`src/rtl/ssd_pkg.sv`:
```
// rtl/ssd_pkg.sv - shared character codes and display constants for the seven-segment driver
package ssd_pkg;

    // Non-hex glyph codes; the lock ASM builds its messages from these too
    localparam logic [4:0] BLANK = 5'h10;
    localparam logic [4:0] DASH  = 5'h11;
    localparam logic [4:0] CH_C  = 5'h12;
    localparam logic [4:0] CH_L  = 5'h13;
    localparam logic [4:0] CH_O  = 5'h14;
    localparam logic [4:0] CH_P  = 5'h15;
    localparam logic [4:0] CH_N  = 5'h16;
    localparam logic [4:0] CH_R  = 5'h17;

    // All-off patterns (outputs are active-low)
    localparam logic [6:0] SEG_OFF = 7'h7F;
    localparam logic [3:0] AN_OFF  = 4'b1111;

    typedef logic [1:0] digit_idx_t;

    // Active-low anode for a digit slot; digit 0 (leftmost) is an[3]
    function automatic logic [3:0] anode_for(input digit_idx_t idx);
        return ~(4'b1000 >> idx);
    endfunction

endpackage

```
`src/rtl/binary_to_segment.sv`:
```
// rtl/binary_to_segment.sv - 5-bit character code to active-low {g,f,e,d,c,b,a} segment pattern
module binary_to_segment
    import ssd_pkg::*;
(
    input  logic [4:0] code,
    output logic [6:0] seg
);

    // Glyph table; blank and every unassigned code fall through to all-off
    always_comb begin
        seg = SEG_OFF;
        case (code)
            5'h00: seg = 7'b1000000;
            5'h01: seg = 7'b1111001;
            5'h02: seg = 7'b0100100;
            5'h03: seg = 7'b0110000;
            5'h04: seg = 7'b0011001;
            5'h05: seg = 7'b0010010;
            5'h06: seg = 7'b0000010;
            5'h07: seg = 7'b1111000;
            5'h08: seg = 7'b0000000;
            5'h09: seg = 7'b0010000;
            5'h0A: seg = 7'b0001000;
            5'h0B: seg = 7'b0000011;
            5'h0C: seg = 7'b1000110;
            5'h0D: seg = 7'b0100001;
            5'h0E: seg = 7'b0000110;
            5'h0F: seg = 7'b0001110;
            DASH:  seg = 7'b0111111;
            CH_C:  seg = 7'b1000110;
            CH_L:  seg = 7'b1000111;
            CH_O:  seg = 7'b1000000;
            CH_P:  seg = 7'b0001100;
            CH_N:  seg = 7'b0101011;
            CH_R:  seg = 7'b0101111;
            default: seg = SEG_OFF;
        endcase
    end

endmodule

```
`src/rtl/ssd_scan_driver.sv`:
```
// rtl/ssd_scan_driver.sv - four-digit multiplexed seven-segment scan driver with per-digit blink
module ssd_scan_driver
    import ssd_pkg::*;
#(
    parameter int SCAN_DIV  = 100000,
    parameter int BLINK_DIV = 50000000
) (
    input  logic        clk,
    input  logic        rst,
    input  logic [19:0] chars,
    input  logic [3:0]  blink_mask,
    output logic [3:0]  an,
    output logic [6:0]  seg,
    output logic        dp,
    output logic        frame_tick
);

    localparam int PW = $clog2(SCAN_DIV + 1);
    localparam int BW = $clog2(BLINK_DIV + 1);
    localparam logic [PW-1:0] SCAN_LAST  = PW'(SCAN_DIV - 1);
    localparam logic [BW-1:0] BLINK_LAST = BW'(BLINK_DIV - 1);

    logic [PW-1:0] prescaler;
    logic [BW-1:0] blink_cnt;
    logic          blink_phase;
    digit_idx_t    index;
    logic [19:0]   shadow_chars;
    logic [3:0]    shadow_mask;
    logic          load_pending;
    logic          scan_tick;
    logic          wrap;
    logic [4:0]    cur_code;
    logic          cur_blink;
    logic [6:0]    dec_seg;

    assign scan_tick  = (prescaler == SCAN_LAST);
    assign wrap       = scan_tick && (index == 2'd3);
    assign frame_tick = wrap;
    assign dp         = 1'b1;

    // Digit-rate prescaler and scan index
    always_ff @(posedge clk) begin
        if (rst) begin
            prescaler <= '0;
            index     <= 2'd0;
        end else if (scan_tick) begin
            prescaler <= '0;
            index     <= index + 2'd1;
        end else begin
            prescaler <= prescaler + 1'b1;
        end
    end

    // Free-running blink timebase, unrelated to the scan
    always_ff @(posedge clk) begin
        if (rst) begin
            blink_cnt   <= '0;
            blink_phase <= 1'b0;
        end else if (blink_cnt == BLINK_LAST) begin
            blink_cnt   <= '0;
            blink_phase <= ~blink_phase;
        end else begin
            blink_cnt <= blink_cnt + 1'b1;
        end
    end

    // Frame snapshot of chars/mask: taken once after reset and at every frame wrap only
    always_ff @(posedge clk) begin
        if (rst) begin
            shadow_chars <= {4{BLANK}};
            shadow_mask  <= 4'b0000;
            load_pending <= 1'b1;
        end else if (load_pending || wrap) begin
            shadow_chars <= chars;
            shadow_mask  <= blink_mask;
            load_pending <= 1'b0;
        end
    end

    // Pick the current digit's code and blink bit out of the snapshot
    always_comb begin
        cur_code  = shadow_chars[19:15];
        cur_blink = shadow_mask[3];
        case (index)
            2'd0: begin cur_code = shadow_chars[19:15]; cur_blink = shadow_mask[3]; end
            2'd1: begin cur_code = shadow_chars[14:10]; cur_blink = shadow_mask[2]; end
            2'd2: begin cur_code = shadow_chars[9:5];   cur_blink = shadow_mask[1]; end
            default: begin cur_code = shadow_chars[4:0]; cur_blink = shadow_mask[0]; end
        endcase
    end

    binary_to_segment u_decode (
        .code (cur_code),
        .seg  (dec_seg)
    );

    // Registered outputs; blank the cycle after any index change (and the snapshot cycle) to stop ghosting
    always_ff @(posedge clk) begin
        if (rst) begin
            an  <= AN_OFF;
            seg <= SEG_OFF;
        end else if (scan_tick || load_pending || (blink_phase && cur_blink)) begin
            an  <= AN_OFF;
            seg <= SEG_OFF;
        end else begin
            an  <= anode_for(index);
            seg <= dec_seg;
        end
    end

endmodule

```
`config.mk`:
```
export PLATFORM = sky130hd
export DESIGN_NAME = ssd_scan_driver
export DESIGN_NICKNAME = d
export VERILOG_FILES = /design/src/rtl/ssd_pkg.sv /design/src/rtl/binary_to_segment.sv /design/src/rtl/ssd_scan_driver.sv
export SDC_FILE = /design/constraint.sdc
export NUM_CORES = 1
export LEC_CHECK = 0
export CORE_MARGIN = 5
export CORE_UTILIZATION = 55
export DETAILED_ROUTE_END_ITERATION = 16
export HOLD_SLACK_MARGIN = 0.12
export PLACE_DENSITY = 0.84
export SLEW_MARGIN = 20
export SYNTH_ARGS = -nofsm -noshare
export SYNTH_HDL_FRONTEND = slang
export SYNTH_HIERARCHICAL = 1
export SYNTH_SLANG_ARGS = --single-unit
```
`constraint.sdc`:
```
create_clock -name clk -period 3.4 [get_ports clk]
set_input_delay 0.68 -clock clk [delete_from_list [all_inputs] [get_ports clk]]
set_output_delay 0.68 -clock clk [all_outputs]
set_load 0.02 [all_outputs]
```
==> results.toml <==
[run_status]
status = "finished clean"

[setup_path]
end_kind = "primary output"
r2r-end = "seg[0]$_SDFF_PP1_"
worstSetupPathType = "flip-flop to primary output"
crit_family = "simple AND/OR/NAND/NOR gates"
crit_fanout = 5
startpoint_type = "flip-flop"
r2r_cells = 9
cp_slowest_cell = "clkdlybuf4s50_1"
regToRegStartpoint = "index[0]$_SDFFE_PP0N_"
rrSetupSlack_ns = 0.40
cpPeakStageDelay_ns = 0.60
required_ns = 2.72
path_buf_inv = 1
crit_chain = "ha_1 -> nand3_1 -> nor2_1 -> and3_2 -> clkdlybuf4s50_1"
critPathArrivalTime_ns = 2.42

[cts]
cts_tree = "yes"
clk_pin_slew_ns = 0.08
clk_path_buf_depth = 2
post_cts.repair.setup_buffers = 0
cts-root-buf = "clkbuf_8"
insertion_delay_ns = 0.35
cts-buffers-inserted = 9
ctsResizeCount = 0
ctsHtreeMaxLevel = 3
clock-sinks = 82
cts_hold_buf = 0

[yosys]
yosys_register_bits = 82
ys_warn_count = 6
synth.area.top_cells = "dfxtp_1 (41%), mux2i_1 (7.8%), nand2_1 (5.0%), ha_1 (4.7%), nor2_1 (3.8%)"
synth-seq-area-share_pct = 41.0
synth_common_cells = "dfxtp_1 (82), nand2_1 (53), nor2_1 (41)"
synth_top_area_share_pct = 41.0
syn_area_um2 = 4000
synth-edff-count = 0
ys_types = 54
netlist_instances = 451
synthFlopType = "dfxtp_1"
yosysTopAreaCell = "dfxtp_1"
synth_nets = 492
async_reset_ff_share_pct = 0
postSynthAreaPerCell_um2 = 8.88
yosysMostFrequentCell = "dfxtp_1"

[power]
ir_worst_vdd_mv = 0.364
p_leak_nw = 1.69
total_power_mw = 1.88
power-per-cell-area_nw_per_um2 = 410

[timing]
worst_pin_slew_ns = 1.02
min_period_ns = 3.10
worst_clock_skew_ns = 0.00881
final_max_slew_viol_count = 0
rsz0062_at_grt = "false"
fmax_ghz = 0.323
hold_viol_final = 0
setup_violations = 0
slew_headroom_pct = 30.0
finalCritPeriodShare_pct = 91.0
tns_ns = 0

[detailed_routing]
final_antenna_net_count = 0
totalWireLength_um = 8340
routedWlPerCell_um = 14.3
viasPerCell = 5.65
vias = 3281
drtIter0Drc = 273
drc_errors = 0
drt-pass1-iter-count = 7

[worst_hold_path]
hp-start = "blink_cnt[0]$_SDFF_PP0_"
holdPathEnd = "blink_cnt[0]$_SDFF_PP0_"
hold_depth = 1
worst_hold_path_type = "flip-flop to flip-flop"

[floorplanning]
core_area_um2 = 7180
ios = 39
die_area_um2 = 9090
initial_utilization_pct = 55.8
row_count = 31
die_w_um = 95.3
die_h_um = 95.3

[cells_and_area]
syn2layout_area_growth_pct = 14.7
drive_gt1_share_pct = 6.64
fin_util_pct = 64.0
multi_input_area_um2 = 2150
diodes = 0
seqCellArea_um2 = 1640
fillers = 554
final_nets = 518

[grt]
track_usage_pct = 19.6
grt_pass1_wl_um = 14200
grt_max_degree = 42
antenna_found_initial = 0
grt_pass1_vias = 3127
grt-ovfl-total = 0

[placed_design]
portBuffers = 37
dp_hpwl_um = 6100
gp_congestion = 0.884

[job]
max-cap-violations = 0
==> worst max-delay path by stage <==
stage | startpoint | endpoint | cells after the start
floorplan | index[0]$_SDFFE_PP0N_ | seg[0]$_SDFF_PP1_ | 9
global route | prescaler[0]$_SDFF_PP0_ | frame_tick | 5
global placement | index[0]$_SDFFE_PP0N_ | seg[0]$_SDFF_PP1_ | 9
CTS | prescaler[0]$_SDFF_PP0_ | frame_tick | 5
finish | prescaler[0]$_SDFF_PP0_ | frame_tick | 5
detailed placement | index[0]$_SDFFE_PP0N_ | seg[0]$_SDFF_PP1_ | 9
==> per-stage QoR <==
stage | cells | instance area, µm² | hold WS [ns] | setup WS (ns)
after floorplan | 451 | 4000 | 0.413 | 0.554
final | 581 | 4590 | 0.443 | 0.304
after CTS | 581 | 4590 | 0.445 | 0.300
after global placement | 565 | 4390 | 0.426 | 0.675
after global routing | 581 | 4590 | 0.472 | 0.0958
after detailed placement | 565 | 4390 | 0.433 | 0.497
==> placed cells by master, fill, tap and decap left out, types with 3 or more instances in the layout <==
cell	instances
nor2_1	41
dfxtp_1	82
inv_1	18
nor4_1	3
and2_1	4
a21oi_1	23
nand4_1	14
or3b_1	3
buf_4	5
xor2_1	17
and4_1	6
or3_1	14
nor3_1	4
clkbuf_8	9
ha_1	15
nand2_1	53
o21ai_0	14
and3_2	3
o31ai_1	9
mux2i_1	30
clkdlybuf4s50_1	37
a222oi_1	6
xnor2_1	7
a211oi_1	5
or4_1	9
nand3_1	14
==> power by group <==
group / internal, mW / switching (mW) / total, mW
Sequential: 0.989 / 0.0197 / 1.01
Combinational: 0.0879 / 0.0960 / 0.184
Clock: 0.342 / 0.350 / 0.692
Total: 1.42 / 0.465 / 1.88
==> layer usage <==
layer / routed length [µm] / share of wire (%) / vias to the layer above / global-route usage [%]
li1: - / - / 1651 / -
met1: 3690 / 44 / 1549 / 24.7
met2: 4190 / 50 / 69 / 33.3
met3: 346 / 4.2 / 12 / 4.50
met4: 113 / 1.4 / 0 / 5.77
met5: 0 / 0 / - / 0
==> worst reg2reg max path: cells and delay by family (launching register included) <==
| family | cells | cell delay [ns] |
|---|---|---|
| compound gates | 3 | 0.97 |
| fa+ha+maj | 2 | 0.62 |
| simple gates | 2 | 0.51 |
| flops | 1 | 0.39 |
| mux | 1 | 0.31 |
| buf+inv | 1 | 0.10 |
==> flip-flops by register name, indices dropped and copies added, names as in the netlist <==
register / cells
an: 4
blink_cnt: 26
blink_phase: 1
index: 2
load_pending: 1
prescaler: 17
seg: 7
shadow_chars: 20
shadow_mask: 4
==> cell families after synthesis <==
logic type               after synthesis  synth area share, %
buffers and inverters                 46                 5.53
other                                  1               0.0937
multiplexers                          33                 8.41
flip-flops                            82                 41.0
XOR/XNOR                              24                 5.25
AND/OR/NAND/NOR                      182                 23.6
AO/OA/AOI/OAI                         68                 11.4
adder cells (fa/ha/maj)               15                 4.69
==> layout make-up <==
cell class,count,share of cell area (%)
timing repair buffer,42,8.88
inverter,19,1.55
multi-input combinational,323,46.9
tap,99,2.70
clock buffer,10,2.78
sequential,82,35.7
clock inverter,6,1.44
Power figures use the tool's default switching activity.
==> RTL change, RTL diff (config.mk and constraints unchanged) <==
Put one more register stage on the output `seg`, cleared by the reset. The value now appears one clock later. The other outputs are not delayed to match.
--- a/src/rtl/ssd_scan_driver.sv
+++ b/src/rtl/ssd_scan_driver.sv
@@ -21,2 +21,4 @@
     localparam logic [BW-1:0] BLINK_LAST = BW'(BLINK_DIV - 1);
+
+    logic [6:0] seg_s0;
 
@@ -100,9 +102,17 @@
             an  <= AN_OFF;
-            seg <= SEG_OFF;
+            seg_s0 <= SEG_OFF;
         end else if (scan_tick || load_pending || (blink_phase && cur_blink)) begin
             an  <= AN_OFF;
-            seg <= SEG_OFF;
+            seg_s0 <= SEG_OFF;
         end else begin
             an  <= anode_for(index);
-            seg <= dec_seg;
+            seg_s0 <= dec_seg;
+        end
+    end
+
+    always_ff @(posedge clk) begin
+        if (rst) begin
+            seg <= '0;
+        end else begin
+            seg <= seg_s0;
         end
Behaviour: not the same (a bounded check fails within 4 cycles, from zero or initial values and one cycle with rst high).
==> RTL change against the unedited design <==
  * Total power up 7.0%
  * Synthesized cell count is 2.7% higher
  * Setup slack worse by 0.092 ns
  * Largest cell class unchanged
  * Global-route usage decreased by 1.3 points
  * Core utilization increased by 1.3 points
  * Final area is 4.2% higher
  * Sequential cell count is 7 higher
  * Synthesized area is 4.7% higher
  * Wire length is 1.8% higher
==> RTL change: results (changes against the unedited design) <==
| Metric | Value |
|---|---|
| Slowest stage delay, CP | `0.57 ns (-0.03 ns)` |
| Wire length on met1 | `3900 µm (+5.9%)` |
| Drt first pass iters | `4 (-3)` |
| Dpl cells | `576 (+1.9%)` |
| H-tree depth | `3 (unchanged)` |
| Top flop regs | `blink_cnt (26), shadow_chars (20), prescaler (17)` |
| WL met2 | `3990 µm (-4.9%)` |
| Leakage | `1.76 nW (+4.2%)` |
| Met3 wire len | `464 µm (+34%)` |
| Max IR drop VDD | `0.258 mV (-29%)` |
| CP top delay family | `multiplexers` |
| Layout cells sized above 1 | `0.0650 (-0.00135)` |
| Met3 usage | `0.0416 (-0.00335)` |
| Commonest cells post-synth | `89 x dfxtp_1, 55 x nand2_1, 39 x nor2_1` |
| Slew @ Worst Pin | `1.03 ns (+0.00495 ns)` |
| Max Fanout on Critical Path | `9 (+4)` |
| Setup Buffers After CTS | `0 (unchanged)` |
| Fillers | `573 (+3.4%)` |
| Avg WL per Cell | `14.4 µm (about the same)` |
| Clock Skew | `0.00914 ns (+0.000338 ns)` |
| Status | `finished clean` |
| Total GRT Usage | `0.183 (-0.0128)` |
| Final HPWL DP | `6060 µm (-0.64%)` |
| Vias in the first global route | `3320 (+6.2%)` |
| Top post-synthesis cells by area | `dfxtp_1 42%, mux2i_1 8.1%, nand2_1 4.9%, ha_1 4.5%, xor2_1 3.6%` |
| Met1 Use GR | `0.235 (-0.0120)` |
| DR vias | `3377 (+2.9%)` |
| First-pass GRT wire length | `14600 µm (+3.0%)` |
| Post-layout nets | `529 (+2.1%)` |
| Sequential area share after synthesis | `0.425 (+0.0148)` |
| Antenna violations before repair | `0 (unchanged)` |
| GRT met2 Usage | `0.294 (-0.0394)` |
| Largest net degree at the start of global routing | `43 (+2.4%)` |
| Reg power frac | `0.546 (+0.011)` |
| Critical path's slowest cell | `mux2i_1` |
| Fin cells | `591 (+1.7%)` |
| CP arrival | `3.42 ns (+1.00 ns)` |
| Net Sw Power | `465 µW (-0.12%)` |
| DR iter-0 viols | `157 (-42%)` |
| Placer congestion estimate | `0.863 (-2.3%)` |
| Net Count, Synth | `504 (+2.4%)` |
## RTL change: cell types whose count changed after synthesis, moves of 2 or more
cell and change:
a211oi_1 -4, o22a_1 +2, nand2_1 +2, a2111oi_0 -2, dfxtp_1 +7, a21oi_1 -2
nor2_1 -2, mux2i_1 +3, nor2b_1 +7
## RTL change: final cells by class
class / count / area (µm²) / area share
Clock buffer: 13 / 159 / 0.0332
Clock inverter: 2 / 37.5 / 0.00784
Inverter: 20 / 75.1 / 0.0157
Multi-Input combinational cell: 327 / 2210 / 0.461
Sequential cell: 89 / 1780 / 0.372
Tap cell: 99 / 124 / 0.0259
Timing Repair Buffer: 41 / 400 / 0.0837
## RTL change: metrics by stage
stage | setup slack [ns] | utilization | hold WS (ns) | power (mW)
floorplan | 0.373 | - | 0.413 | 1.25
global placement | 0.476 | 0.625 | 0.417 | 1.31
detailed placement | 0.260 | 0.625 | 0.424 | 1.32
CTS | 0.225 | 0.652 | 0.443 | 2.03
global route | 0.0487 | 0.653 | 0.466 | 2.10
finish | 0.213 | 0.653 | 0.439 | 2.02
## RTL change: path summary, 6_finish.rpt
check | startpoint | endpoint | slack [ns] | depth (start not counted)
worst min-delay path | seg_s0[3] | seg[3] | 0.44 | 1
worst max register to register | index[0] | seg_s0[3] | 0.21 | 10
worst max-delay path | index[0] | seg_s0[3] | 0.21 | 10
worst min register to register | seg_s0[3] | seg[3] | 0.44 | 1
## RTL change: logic make-up after synthesis
family,share of synthesized area
buffers and inverters,0.0534
muxes,0.0919
xor gates and xnor gates,0.0501
DFF,0.425
other,0.000894
AOI/OAI and AO/OA,0.100
and+or+nand+nor,0.234
adders and majority gates,0.0447
